### config.mk
export PLATFORM = sky130hd
export DESIGN_NAME = spram_arbiter_flat
export DESIGN_NICKNAME = d
export VERILOG_FILES = /design/src/rtl/spram_arbiter_if.sv /design/src/rtl/spram_arbiter.sv /design/src/flat_wrapper.sv
export SDC_FILE = /design/constraint.sdc
export NUM_CORES = 1
export LEC_CHECK = 0
export ABC_CLOCK_PERIOD_IN_PS = 3700
export CAP_MARGIN = 0
export CORE_ASPECT_RATIO = 1.25
export CORE_MARGIN = 3
export CORE_UTILIZATION = 41
export CTS_CLUSTER_DIAMETER = 150
export CTS_CLUSTER_SIZE = 25
export DETAILED_ROUTE_END_ITERATION = 6
export PLACE_DENSITY = 0.86
export SLEW_MARGIN = 20
export SYNTH_ARGS = -nofsm -noshare
export SYNTH_HDL_FRONTEND = slang
export SYNTH_SLANG_ARGS = --single-unit
### constraint.sdc
create_clock -name clk_20M -period 3.7 [get_ports clk_20M]
set_input_delay 1.11 -clock clk_20M [delete_from_list [all_inputs] [get_ports clk_20M]]
set_output_delay 1.11 -clock clk_20M [all_outputs]
set_load 0.005 [all_outputs]
### src/rtl/spram_arbiter_if.sv
// Requester and SPRAM-side bus of the SPRAM arbiter: loader, ROM and cart-RAM
// ports plus the SP256K control pins. The arbiter takes the slave side.
interface spram_arbiter_if;
  localparam int unsigned AW = 16;
  localparam int unsigned DW = 16;
  localparam int unsigned MW = 4;

  logic          load_done;
  logic          ld_req;
  logic          ld_we;
  logic [AW-1:0] ld_addr;
  logic [DW-1:0] ld_wdata;
  logic          ld_ack;
  logic          ld_err;

  logic          rom_req;
  logic [AW-1:0] rom_addr;
  logic          rom_ack;
  logic [DW-1:0] rom_rdata;
  logic          rom_valid;

  logic          ram_req;
  logic          ram_we;
  logic [AW-1:0] ram_addr;
  logic [DW-1:0] ram_wdata;
  logic [MW-1:0] ram_mask;
  logic          ram_ack;
  logic [DW-1:0] ram_rdata;
  logic          ram_valid;

  logic [AW-1:0] sp_ad;
  logic [DW-1:0] sp_di;
  logic [MW-1:0] sp_maskwe;
  logic          sp_we;
  logic          sp_cs;
  logic [DW-1:0] sp_do;

  modport slave (
    input  load_done, ld_req, ld_we, ld_addr, ld_wdata,
    input  rom_req, rom_addr,
    input  ram_req, ram_we, ram_addr, ram_wdata, ram_mask,
    input  sp_do,
    output ld_ack, ld_err,
    output rom_ack, rom_rdata, rom_valid,
    output ram_ack, ram_rdata, ram_valid,
    output sp_ad, sp_di, sp_maskwe, sp_we, sp_cs
  );

  modport master (
    output load_done, ld_req, ld_we, ld_addr, ld_wdata,
    output rom_req, rom_addr,
    output ram_req, ram_we, ram_addr, ram_wdata, ram_mask,
    output sp_do,
    input  ld_ack, ld_err,
    input  rom_ack, rom_rdata, rom_valid,
    input  ram_ack, ram_rdata, ram_valid,
    input  sp_ad, sp_di, sp_maskwe, sp_we, sp_cs
  );
endinterface

### src/rtl/spram_arbiter.sv
// Single-SPRAM arbiter: loader-only during boot, then ROM-over-RAM priority
// with a bounded-wait override so a pending RAM access is always served.
module spram_arbiter #(
  parameter int unsigned MAX_WAIT = 4
) (
  input  logic            clk_20M,
  input  logic            reset_n,
  spram_arbiter_if.slave  bus
);
  localparam int unsigned CW = 4;

  typedef enum logic {LOAD = 1'b0, RUN = 1'b1} state_t;

  typedef struct packed {
    logic v;
    logic is_ram;
  } tag_t;

  state_t        state;
  logic [CW-1:0] wait_cnt;
  tag_t          tag0;
  tag_t          tag1;

  logic ld_win_c;
  logic rom_win_c;
  logic ram_win_c;
  logic ram_force_c;

  // Grant decision from the request levels present at this edge
  always_comb begin
    ld_win_c    = 1'b0;
    rom_win_c   = 1'b0;
    ram_win_c   = 1'b0;
    ram_force_c = bus.ram_req && (wait_cnt == CW'(MAX_WAIT));
    if (state == LOAD) begin
      ld_win_c = bus.ld_req && !bus.load_done;
    end else begin
      rom_win_c = bus.rom_req && !ram_force_c;
      ram_win_c = bus.ram_req && !rom_win_c;
    end
  end

  always_ff @(posedge clk_20M) begin
    if (!reset_n) begin
      state         <= LOAD;
      wait_cnt      <= '0;
      tag0          <= '0;
      tag1          <= '0;
      bus.ld_ack    <= 1'b0;
      bus.ld_err    <= 1'b0;
      bus.rom_ack   <= 1'b0;
      bus.rom_valid <= 1'b0;
      bus.rom_rdata <= '0;
      bus.ram_ack   <= 1'b0;
      bus.ram_valid <= 1'b0;
      bus.ram_rdata <= '0;
      bus.sp_cs     <= 1'b0;
      bus.sp_we     <= 1'b0;
      bus.sp_maskwe <= '0;
      bus.sp_ad     <= '0;
      bus.sp_di     <= '0;
    end else begin
      // Boot ends on the first load_done; only reset returns to LOAD
      if (state == LOAD && bus.load_done) state <= RUN;
      if (state == RUN && bus.ld_req) bus.ld_err <= 1'b1;

      if (state != RUN || ram_win_c || !bus.ram_req) begin
        wait_cnt <= '0;
      end else if (wait_cnt != CW'(MAX_WAIT)) begin
        wait_cnt <= wait_cnt + CW'(1);
      end

      bus.ld_ack  <= ld_win_c;
      bus.rom_ack <= rom_win_c;
      bus.ram_ack <= ram_win_c;
      bus.sp_cs   <= ld_win_c | rom_win_c | ram_win_c;

      // Command register; address and write data hold when idle
      if (ld_win_c) begin
        bus.sp_we     <= bus.ld_we;
        bus.sp_ad     <= bus.ld_addr;
        bus.sp_di     <= bus.ld_wdata;
        bus.sp_maskwe <= 4'hF;
      end else if (rom_win_c) begin
        bus.sp_we     <= 1'b0;
        bus.sp_ad     <= bus.rom_addr;
        bus.sp_maskwe <= '0;
      end else if (ram_win_c) begin
        bus.sp_we     <= bus.ram_we;
        bus.sp_ad     <= bus.ram_addr;
        bus.sp_di     <= bus.ram_wdata;
        bus.sp_maskwe <= bus.ram_mask;
      end else begin
        bus.sp_we     <= 1'b0;
        bus.sp_maskwe <= '0;
      end

      // Tag pipe lines up with sp_do, which is valid the cycle after the command
      tag0.v      <= rom_win_c | (ram_win_c & ~bus.ram_we);
      tag0.is_ram <= ram_win_c;
      tag1        <= tag0;

      bus.rom_valid <= tag1.v & ~tag1.is_ram;
      bus.ram_valid <= tag1.v &  tag1.is_ram;
      if (tag1.v && !tag1.is_ram) bus.rom_rdata <= bus.sp_do;
      if (tag1.v &&  tag1.is_ram) bus.ram_rdata <= bus.sp_do;
    end
  end
endmodule
### src/flat_wrapper.sv
// flat-port wrapper written by rule: the top's interface ports become plain ports
module spram_arbiter_flat 
#(
  parameter int unsigned MAX_WAIT = 4
)
  (clk_20M, reset_n, bus_load_done, bus_ld_req, bus_ld_we, bus_ld_addr, bus_ld_wdata, bus_rom_req, bus_rom_addr, bus_ram_req, bus_ram_we, bus_ram_addr, bus_ram_wdata, bus_ram_mask, bus_sp_do, bus_ld_ack, bus_ld_err, bus_rom_ack, bus_rom_rdata, bus_rom_valid, bus_ram_ack, bus_ram_rdata, bus_ram_valid, bus_sp_ad, bus_sp_di, bus_sp_maskwe, bus_sp_we, bus_sp_cs);
  spram_arbiter_if bus_i ();
  input  logic clk_20M;
  input  logic reset_n;
  input wire logic [$bits(bus_i.load_done)-1:0] bus_load_done;
  input wire logic [$bits(bus_i.ld_req)-1:0] bus_ld_req;
  input wire logic [$bits(bus_i.ld_we)-1:0] bus_ld_we;
  input wire logic [$bits(bus_i.ld_addr)-1:0] bus_ld_addr;
  input wire logic [$bits(bus_i.ld_wdata)-1:0] bus_ld_wdata;
  input wire logic [$bits(bus_i.rom_req)-1:0] bus_rom_req;
  input wire logic [$bits(bus_i.rom_addr)-1:0] bus_rom_addr;
  input wire logic [$bits(bus_i.ram_req)-1:0] bus_ram_req;
  input wire logic [$bits(bus_i.ram_we)-1:0] bus_ram_we;
  input wire logic [$bits(bus_i.ram_addr)-1:0] bus_ram_addr;
  input wire logic [$bits(bus_i.ram_wdata)-1:0] bus_ram_wdata;
  input wire logic [$bits(bus_i.ram_mask)-1:0] bus_ram_mask;
  input wire logic [$bits(bus_i.sp_do)-1:0] bus_sp_do;
  output wire logic [$bits(bus_i.ld_ack)-1:0] bus_ld_ack;
  output wire logic [$bits(bus_i.ld_err)-1:0] bus_ld_err;
  output wire logic [$bits(bus_i.rom_ack)-1:0] bus_rom_ack;
  output wire logic [$bits(bus_i.rom_rdata)-1:0] bus_rom_rdata;
  output wire logic [$bits(bus_i.rom_valid)-1:0] bus_rom_valid;
  output wire logic [$bits(bus_i.ram_ack)-1:0] bus_ram_ack;
  output wire logic [$bits(bus_i.ram_rdata)-1:0] bus_ram_rdata;
  output wire logic [$bits(bus_i.ram_valid)-1:0] bus_ram_valid;
  output wire logic [$bits(bus_i.sp_ad)-1:0] bus_sp_ad;
  output wire logic [$bits(bus_i.sp_di)-1:0] bus_sp_di;
  output wire logic [$bits(bus_i.sp_maskwe)-1:0] bus_sp_maskwe;
  output wire logic [$bits(bus_i.sp_we)-1:0] bus_sp_we;
  output wire logic [$bits(bus_i.sp_cs)-1:0] bus_sp_cs;
  assign bus_i.load_done = bus_load_done;
  assign bus_i.ld_req = bus_ld_req;
  assign bus_i.ld_we = bus_ld_we;
  assign bus_i.ld_addr = bus_ld_addr;
  assign bus_i.ld_wdata = bus_ld_wdata;
  assign bus_i.rom_req = bus_rom_req;
  assign bus_i.rom_addr = bus_rom_addr;
  assign bus_i.ram_req = bus_ram_req;
  assign bus_i.ram_we = bus_ram_we;
  assign bus_i.ram_addr = bus_ram_addr;
  assign bus_i.ram_wdata = bus_ram_wdata;
  assign bus_i.ram_mask = bus_ram_mask;
  assign bus_i.sp_do = bus_sp_do;
  assign bus_ld_ack = bus_i.ld_ack;
  assign bus_ld_err = bus_i.ld_err;
  assign bus_rom_ack = bus_i.rom_ack;
  assign bus_rom_rdata = bus_i.rom_rdata;
  assign bus_rom_valid = bus_i.rom_valid;
  assign bus_ram_ack = bus_i.ram_ack;
  assign bus_ram_rdata = bus_i.ram_rdata;
  assign bus_ram_valid = bus_i.ram_valid;
  assign bus_sp_ad = bus_i.sp_ad;
  assign bus_sp_di = bus_i.sp_di;
  assign bus_sp_maskwe = bus_i.sp_maskwe;
  assign bus_sp_we = bus_i.sp_we;
  assign bus_sp_cs = bus_i.sp_cs;
  spram_arbiter #(.MAX_WAIT(MAX_WAIT)) u_core (.clk_20M(clk_20M), .reset_n(reset_n), .bus(bus_i));
endmodule
# Word level (Yosys, flattened, before mapping)

Index checks and enable logic that the tools add are counted.

Register bits after elaboration: 84
Bits of input ports: 108
Output and inout bits: 76
Word-level logic and storage cells: 66

Add/subtract/negate cells: 1
Equality and inequality tests: 3
Mux-type cells: 15
Bitwise operators: 10
Reduce and logical (&&, ||, !) cells: 19

Operators with widths:

| kind                                                  | count |
|---|---|
| 2-to-1 mux 16 bit                                     | 6 |
| 2-to-1 mux 4 bit                                      | 3 |
| logical AND 1 bit                                     | 8 |
| 2-to-1 mux 1 bit                                      | 6 |
| zero test 1 bit                                       | 5 |
| adder 4 x 1 -> 4 bit, second input constant           | 1 |
| equality test 4 x 3 -> 1 bit, second input constant   | 1 |
| inequality test 4 x 3 -> 1 bit, second input constant | 1 |
| inverter 1 bit                                        | 4 |
| bitwise AND 1 bit                                     | 3 |
| bitwise OR 1 bit                                      | 3 |
| nonzero test 3 bit                                    | 1 |
| logical OR 1 bit                                      | 2 |
| inequality test 2 x 1 -> 1 bit, second input constant | 1 |
| AND reduction 2 bit                                   | 1 |
| nonzero test 2 bit                                    | 1 |
| OR reduction 2 bit                                    | 1 |

# Logic depth before layout (Yosys ltp)

Gate-level depths: netlist of run 1.

Depth after elaboration: 10
Depth in mapped cells: 7
Depth with buffers taken out: 6

# Worst setup path after synthesis of run 1

No wires, ideal clock.

Path kind: input -> register
From: in bus_load_done
To: reg u_core.bus.sp_ad[13]
Library setup time: 0.119 ns
Arrival: 2.078 ns
Data required time: 3.581 ns
Slack: 1.503 ns
Cell stages on the path: 5
Buffers on the path: 2
Cell sequence: or3b_1 > buf_6 > buf_6 > o221a_1 > o221a_2

Longest elaborated chain between the ends: 4
Elaborated cells between the ends (all ways): 5
Those cells by class: mux (2); reduce/logical (3)

RTL lines:

| what                                                              | RTL line               | source |
|---|---|---|
| start: declaration                                                | flat_wrapper.sv:10     | `input wire logic [$bits(bus_i.load_done)-1:0] bus_load_done;` |
| zero test 1 bit *                                                 | spram_arbiter.sv:36    | `ld_win_c = bus.ld_req && !bus.load_done;` |
| logical AND 1 bit *                                               | spram_arbiter.sv:36    |  |
| 2-to-1 mux 1 bit *                                                | spram_arbiter.sv:35    | `if (state == LOAD) begin` |
| nonzero test 3 bit (no line) or 2-to-1 mux 16 bit (tied branches) | -                      |  |
| end signal: assignment                                            | spram_arbiter.sv:81    | `bus.sp_ad <= bus.ld_addr;` |
| end signal: assignment                                            | spram_arbiter.sv:86    | `bus.sp_ad <= bus.rom_addr;` |
| end signal: assignment                                            | spram_arbiter.sv:90    | `bus.sp_ad <= bus.ram_addr;` |
| end: declaration                                                  | spram_arbiter_if.sv:46 | `output sp_ad, sp_di, sp_maskwe, sp_we, sp_cs` |

Mark *: on every way between the ends. The rest lies on a longest branch, timed or not.
A chain may end at the register's enable or synchronous reset.

# Worst setup path in the final report of run 1

From: in bus_ld_req
To: reg u_core.bus.sp_ad[0]

Longest elaborated chain between the ends: 3
Elaborated cells between the ends (all ways): 4
Those cells by class: mux (2); reduce/logical (2)

RTL lines:

| what                                                              | RTL line            | source |
|---|---|---|
| start: declaration                                                | flat_wrapper.sv:11  | `input wire logic [$bits(bus_i.ld_req)-1:0] bus_ld_req;` |
| logical AND 1 bit *                                               | spram_arbiter.sv:36 |  |
| 2-to-1 mux 1 bit *                                                | spram_arbiter.sv:35 |  |
| nonzero test 3 bit (no line) or 2-to-1 mux 16 bit (tied branches) | -                   |  |

Marked as above.

==> results.py, run 1 <==
metrics = {
    "global_routing": {
        "gr-usage-met2_pct": 38.7,
        "grt_first_pass_wirelength_um": 15900,
        "grt_pass1_vias": 3304,
        "grt_usage_pct": 22.2,
        "grt_start_max_net_pins": 43,
        "overflow": 0,
        "grt.met3_usage_pct": 7.49,
        "grt_busiest_layer": "met2",
        "antenna_found_initial": 0,
        "grtUsageMet1_pct": 24.9,
    },
    "job": {
        "cap_violations": 0,
    },
    "clock_network": {
        "cts_setup_buffers": 0,
        "cts_buffers": 9,
        "cts_root_buffer": "clkbuf_8",
        "holdBufCountCts": 0,
        "cts_tree": "done",
        "htreeDepth": 3,
        "numClockSinks": 84,
        "postCtsResizedCells": 0,
        "clock_path_buffers": 2,
        "clk_pin_slew_ns": 0.08,
        "clkLatencyLatePin_ns": 0.35,
    },
    "timing": {
        "skew_ns": 0.00840,
        "clock.fmax_mhz": 366,
        "rsz0062_at_grt": "no",
        "fin_crit_ns": 2.73,
        "period_share_pct": 73.8,
        "relSlewSlack_pct": 50.8,
        "setup_ws_ns": 0.971,
        "tns_ns": 0,
        "drv_slew": 0,
        "hold_viol_final": 0,
        "setup-violations-final": 0,
        "worst_pin_slew_ns": 0.738,
    },
    "synthesis": {
        "synth_top_area_cell": "dfxtp_1",
        "yosys_warnings": 0,
        "synthSimpleGateAreaFrac_pct": 16.8,
        "synthTopCellsByArea": "dfxtp_1, nand2_1, o221a_2",
        "synth-compound-area-share_pct": 24.5,
        "synth_fa_ha_area_share_pct": 0.780,
        "synth_top_area_share_pct": 52.4,
        "syn_inst": 360,
        "synth-xor-area-share_pct": 0,
        "synth.distinct_cells": 31,
        "synth_mux_area_share_pct": 0.312,
        "syn_avg_cell_area_um2": 8.91,
        "synth_top_family_by_area": "compound AO/OA/AOI/OAI gates",
        "synth_area_mm2": 0.00321,
        "yosysSeqAreaShare_pct": 52.4,
        "synth_nets": 470,
        "synth-seq-cells": 84,
    },
    "worst_setup_path": {
        "crit_path_max_fanout": 30,
        "crit_path_end_kind": "register",
        "r2r_start": "u_core.wait_cnt[0]",
        "ff2ff_path_depth": 6,
        "r2r_end": "u_core.bus.sp_ad[0]",
        "endpoint": "u_core.bus.sp_ad[0]",
        "worstSetupStartpointType": "input port",
        "criticalPathCategory": "input port to register",
        "cp-startpoint": "bus_ld_req",
        "r2r_slack_ns": 1.61,
        "required_ns": 3.99,
        "critPathArrivalTime_ns": 3.02,
    },
    "floorplan": {
        "design.die.area_mm2": 0.00893,
        "die_h_um": 105,
        "rows": 35,
        "initial_utilization_pct": 42.9,
        "die_x_um": 85.1,
        "io_pins": 184,
        "coreArea_mm2": 0.00749,
    },
    "pwr": {
        "sequentialPowerShare_pct": 50.1,
        "peakVddDrop_mv": 0.259,
        "p_per_area_mw_per_mm2": 368,
        "p_sw_uw": 463,
        "p_sw_share_pct": 23.9,
        "p_comb_share_pct": 16.6,
        "internal_power_mw": 1.47,
        "p_clk_share_pct": 33.3,
        "p_leak_nw": 1.85,
        "power_mw": 1.93,
    },
    "finish": {
        "syn2layout_area_growth_pct": 63.5,
        "seq_area_mm2": 0.00168,
        "nets": 640,
        "layout_commonest_cell": "clkdlybuf4s50_1",
        "mostFrequentLayoutCells": "clkdlybuf4s50_1, nand2_1, dfxtp_1",
        "fill_cells": 587,
        "multi_input_area_mm2": 0.00136,
        "diodes": 0,
        "drive_gt1_share_pct": 8.97,
    },
    "route": {
        "wirelength_um": 10100,
        "first_pass_iters": 4,
        "wl_per_cell_um": 16.1,
        "drt_iter0_markers": 98,
        "avgViaCountPerCell": 5.25,
        "drcViolationCount": 0,
        "ant_nets": 0,
        "vias": 3291,
    },
    "placement": {
        "dp_worst_setup_slack_ns": 0.622,
        "numPortBuffers": 183,
        "gp_congestion": 0.778,
        "post-dp-hpwl_um": 7580,
    },
    "run_status": {
        "outcome": "finished clean",
    },
    "hold_path": {
        "holdCritPathClass": "register to register",
    },
}
-- critical path, cell delays in order --
cell	delay, ns
clkdlybuf4s50_1	0.50
or3b_2	0.77
nand2_8	0.24
o221a_2	0.22
o221a_2	0.17
-- state kept, by name, summed over array words and instances, names as in the netlist, 2 cells and up --
register and count:
u_core.bus.ram_rdata 16, u_core.bus.rom_rdata 16, u_core.bus.sp_ad 16, u_core.bus.sp_di 16, u_core.bus.sp_maskwe 4, u_core.tag0 2
u_core.tag1 2, u_core.wait_cnt 4
-- area by class of cell --
cell class / count / area share [%]
repair buffers: 188 / 35.6
flip-flops and latches: 84 / 32.1
multi-input cells: 242 / 26.0
clock buffers: 9 / 2.36
well taps: 92 / 2.19
clock inverters: 7 / 1.41
inverters: 5 / 0.358
-- cells by family after synthesis --
kind of cell	Yosys count
AO/OA/AOI/OAI	109
adder cells (fa/ha/maj)	2
buffers and inverters	34
flip-flops	84
multiplexers	1
AND/OR/NAND/NOR	130
-- power groups by stage --
| stage | Clock [mW] | Sequential [mW] | Combinational [mW] |
|---|---|---|---|
| 2_1_floorplan | 0 | 0.988 | 0.106 |
| 3_3_place_gp | 0 | 0.988 | 0.314 |
| 3_5_place_dp | 0 | 0.988 | 0.322 |
| 4_1_cts | 0.667 | 0.969 | 0.322 |
| 5_1_grt | 0.704 | 0.974 | 0.342 |
| 6_report | 0.644 | 0.968 | 0.321 |
-- through the flow --
stage	instance area, um^2	hold slack [ns]	cells	utilization, %
after floorplan	3210	0.412	360	-
after CTS	5240	0.443	627	70.0
after detailed placement	5050	0.419	611	67.4
final	5250	0.434	627	70.1
after global routing	5250	0.451	627	70.1
after global placement	5050	0.419	611	67.4
-- synth_stat cells --
cell type,count
buf_8,1
clkinv_1,1
dfxtp_1,84
o21ai_2,1
o211ai_2,1
nor2_1,11
o211a_1,1
nor3b_1,1
nand2_1,104
o221a_1,10
or3b_1,1
o21ai_0,16
nand3_1,2
buf_1,1
nand4_1,1
a21oi_1,41
nand2_8,1
buf_2,4
a31oi_1,16
ha_1,2
mux2i_1,1
o221a_2,22
nand2b_1,2
inv_1,4
a32oi_1,1
and2_1,3
clkbuf_1,20
buf_6,3
and3b_1,1
nor2b_1,1
nor3_1,2
-- per-layer routing --
metal | part of all wire (%) | up-vias
met1 | 38 | 1513
met5 | 0 | -
met2 | 50 | 155
li1 | - | 1606
met4 | 2.4 | 0
met3 | 9.4 | 17
-- worst min-delay path by stage --
stage	from	to	slack, ns	depth (start not counted)
2_1_floorplan	u_core.tag0[1]	u_core.tag1[1]	0.41	1
3_3_place_gp	u_core.tag0[1]	u_core.tag1[1]	0.42	1
3_5_place_dp	u_core.tag0[1]	u_core.tag1[1]	0.42	1
4_1_cts	u_core.tag0[1]	u_core.tag1[1]	0.44	1
5_1_grt	u_core.tag0[1]	u_core.tag1[1]	0.45	1
6_report	u_core.tag0[1]	u_core.tag1[1]	0.43	1
Note: power is estimated with default switching activity, not from simulation.
==> run 2: changes to the inputs <==
Settings changed: ABC_CLOCK_PERIOD_IN_PS 3700 to 2830, CORE_UTILIZATION 41 to 38, PLACE_DENSITY 0.86 to 0.8.
Clock period 3.7 ns to 2.83 ns, I/O delays scaled along.
==> run 2 against run 1 <==
Sequential share of layout area is 0.36 points lower. Combinational power is 31% higher. Sequential power is 31% higher. Clock skew is 0.0034 ns higher. Clock power is 46% higher. First-iteration DRC count is 17% higher. Non-clock buffer count is 1 higher. Power is 36% higher. Flip-flop and latch count stayed put. Core utilization is 3.9 points lower. Setup slack worse by 0.42 ns.
==> results.py, run 2 (synthesis gave the netlist of run 1 again) <==
metrics = {
    "run_status": {
        "outcome": "finished clean",
    },
    "worst_setup_path": {
        "critPathArrivalTime_ns": 2.57,
        "crit_path_end_kind": "register",
        "required_ns": 3.12,
        "criticalPathCategory": "input port to register",
        "worstSetupStartpointType": "input port",
        "crit_path_max_fanout": 55,
    },
    "route": {
        "wirelength_um": 9650,
        "drt_iter0_markers": 115,
        "avgViaCountPerCell": 5.15,
        "wl_per_cell_um": 15.3,
        "vias": 3247,
        "first_pass_iters": 4,
        "drcViolationCount": 0,
        "ant_nets": 0,
    },
    "timing": {
        "worst_pin_slew_ns": 0.697,
        "period_share_pct": 80.7,
        "skew_ns": 0.0118,
        "fin_crit_ns": 2.28,
        "fin_hold_ws_ns": 0.439,
        "drv_slew": 0,
        "rsz0062_at_grt": "no",
        "relSlewSlack_pct": 53.5,
        "setup_ws_ns": 0.548,
        "hold_viol_final": 0,
        "tns_ns": 0,
        "setup-violations-final": 0,
        "clock.fmax_mhz": 438,
    },
    "clock_network": {
        "clock_path_buffers": 2,
        "postCtsResizedCells": 0,
        "holdBufCountCts": 0,
        "cts_buffers": 9,
        "numClockSinks": 84,
        "clk_pin_slew_ns": 0.09,
        "clkLatencyLatePin_ns": 0.34,
        "htreeDepth": 3,
        "cts_tree": "done",
        "cts_root_buffer": "clkbuf_8",
        "cts_setup_buffers": 0,
    },
    "finish": {
        "syn2layout_area_growth_pct": 65.3,
        "diodes": 0,
        "fin_cells": 631,
        "mostFrequentLayoutCells": "clkdlybuf4s50_1, nand2_1, dfxtp_1",
        "drive_gt1_share_pct": 8.77,
        "nets": 641,
        "layout_commonest_cell": "clkdlybuf4s50_1",
        "fin_util_pct": 66.2,
        "design_area_mm2": 0.00531,
        "fill_cells": 660,
    },
    "global_routing": {
        "antenna_found_initial": 0,
        "grt_start_max_net_pins": 56,
        "grt_pass1_vias": 3288,
        "grt_first_pass_wirelength_um": 15300,
        "overflow": 0,
        "grt_usage_pct": 20.0,
    },
    "floorplan": {
        "initial_utilization_pct": 40.0,
        "coreArea_mm2": 0.00802,
        "io_pins": 184,
        "rows": 36,
        "design.die.area_mm2": 0.00959,
        "die_h_um": 109,
        "die_x_um": 88.2,
    },
    "pwr": {
        "power_mw": 2.63,
        "p_per_area_mw_per_mm2": 496,
        "p_leak_nw": 1.88,
        "peakVddDrop_mv": 0.266,
    },
    "placement": {
        "numPortBuffers": 183,
        "gp_congestion": 0.762,
        "post-dp-hpwl_um": 7260,
        "dp_cells": 615,
        "dp_worst_setup_slack_ns": 0.208,
        "placed_area_mm2": 0.00508,
    },
    "job": {
        "cap_violations": 0,
    },
    "hold_path": {
        "holdCritPathClass": "register to register",
    },
}
==> run 2: layer usage <==
metal / up-vias / global-route usage (%) / routed length (um)
met1: 1477 / 23.2 / 3900
met3: 12 / 6.12 / 880
met2: 153 / 34.7 / 4730
li1: 1605 / - / -
met5: - / 0 / 0
met4: 0 / 6.70 / 139
==> run 2: path summary, 6_finish.rpt <==
| path | cells after the start | slack (ns) | endpoint | from |
|---|---|---|---|---|
| max | 6 | 0.55 | u_core.bus.sp_ad[13] | bus_ld_req |
| min reg2reg | 1 | 0.44 | u_core.tag1[1] | u_core.tag0[1] |
| max reg2reg | 6 | 0.93 | u_core.bus.sp_di[14] | u_core.wait_cnt[0] |
| min | 1 | 0.44 | u_core.tag1[1] | u_core.tag0[1] |
==> run 2: worst max-delay path, stage by stage <==
cell	delay, ns
clkdlybuf4s50_1	0.49
or3b_2	0.48
buf_12	0.20
nand2_8	0.14
o221a_1	0.19
o221a_2	0.17
==> run 2: area by class of cell <==
| type | instances | area, um^2 | area share [%] |
|---|---|---|---|
| Clock buffer | 10 | 128 | 2.41 |
| Clock inverter | 6 | 95.1 | 1.79 |
| Inverter | 5 | 18.8 | 0.354 |
| Multi-Input combinational cell | 242 | 1360 | 25.7 |
| Sequential cell | 84 | 1680 | 31.7 |
| Tap cell | 95 | 119 | 2.24 |
| Timing Repair Buffer | 189 | 1900 | 35.8 |
==> run 2: power breakdown <==
group / internal [mW] / total, mW / leakage [nW] / switching, mW
Combinational: 0.280 / 0.422 / 1.08 / 0.143
Clock: 0.507 / 0.942 / 0.111 / 0.435
Sequential: 1.23 / 1.27 / 0.686 / 0.0304
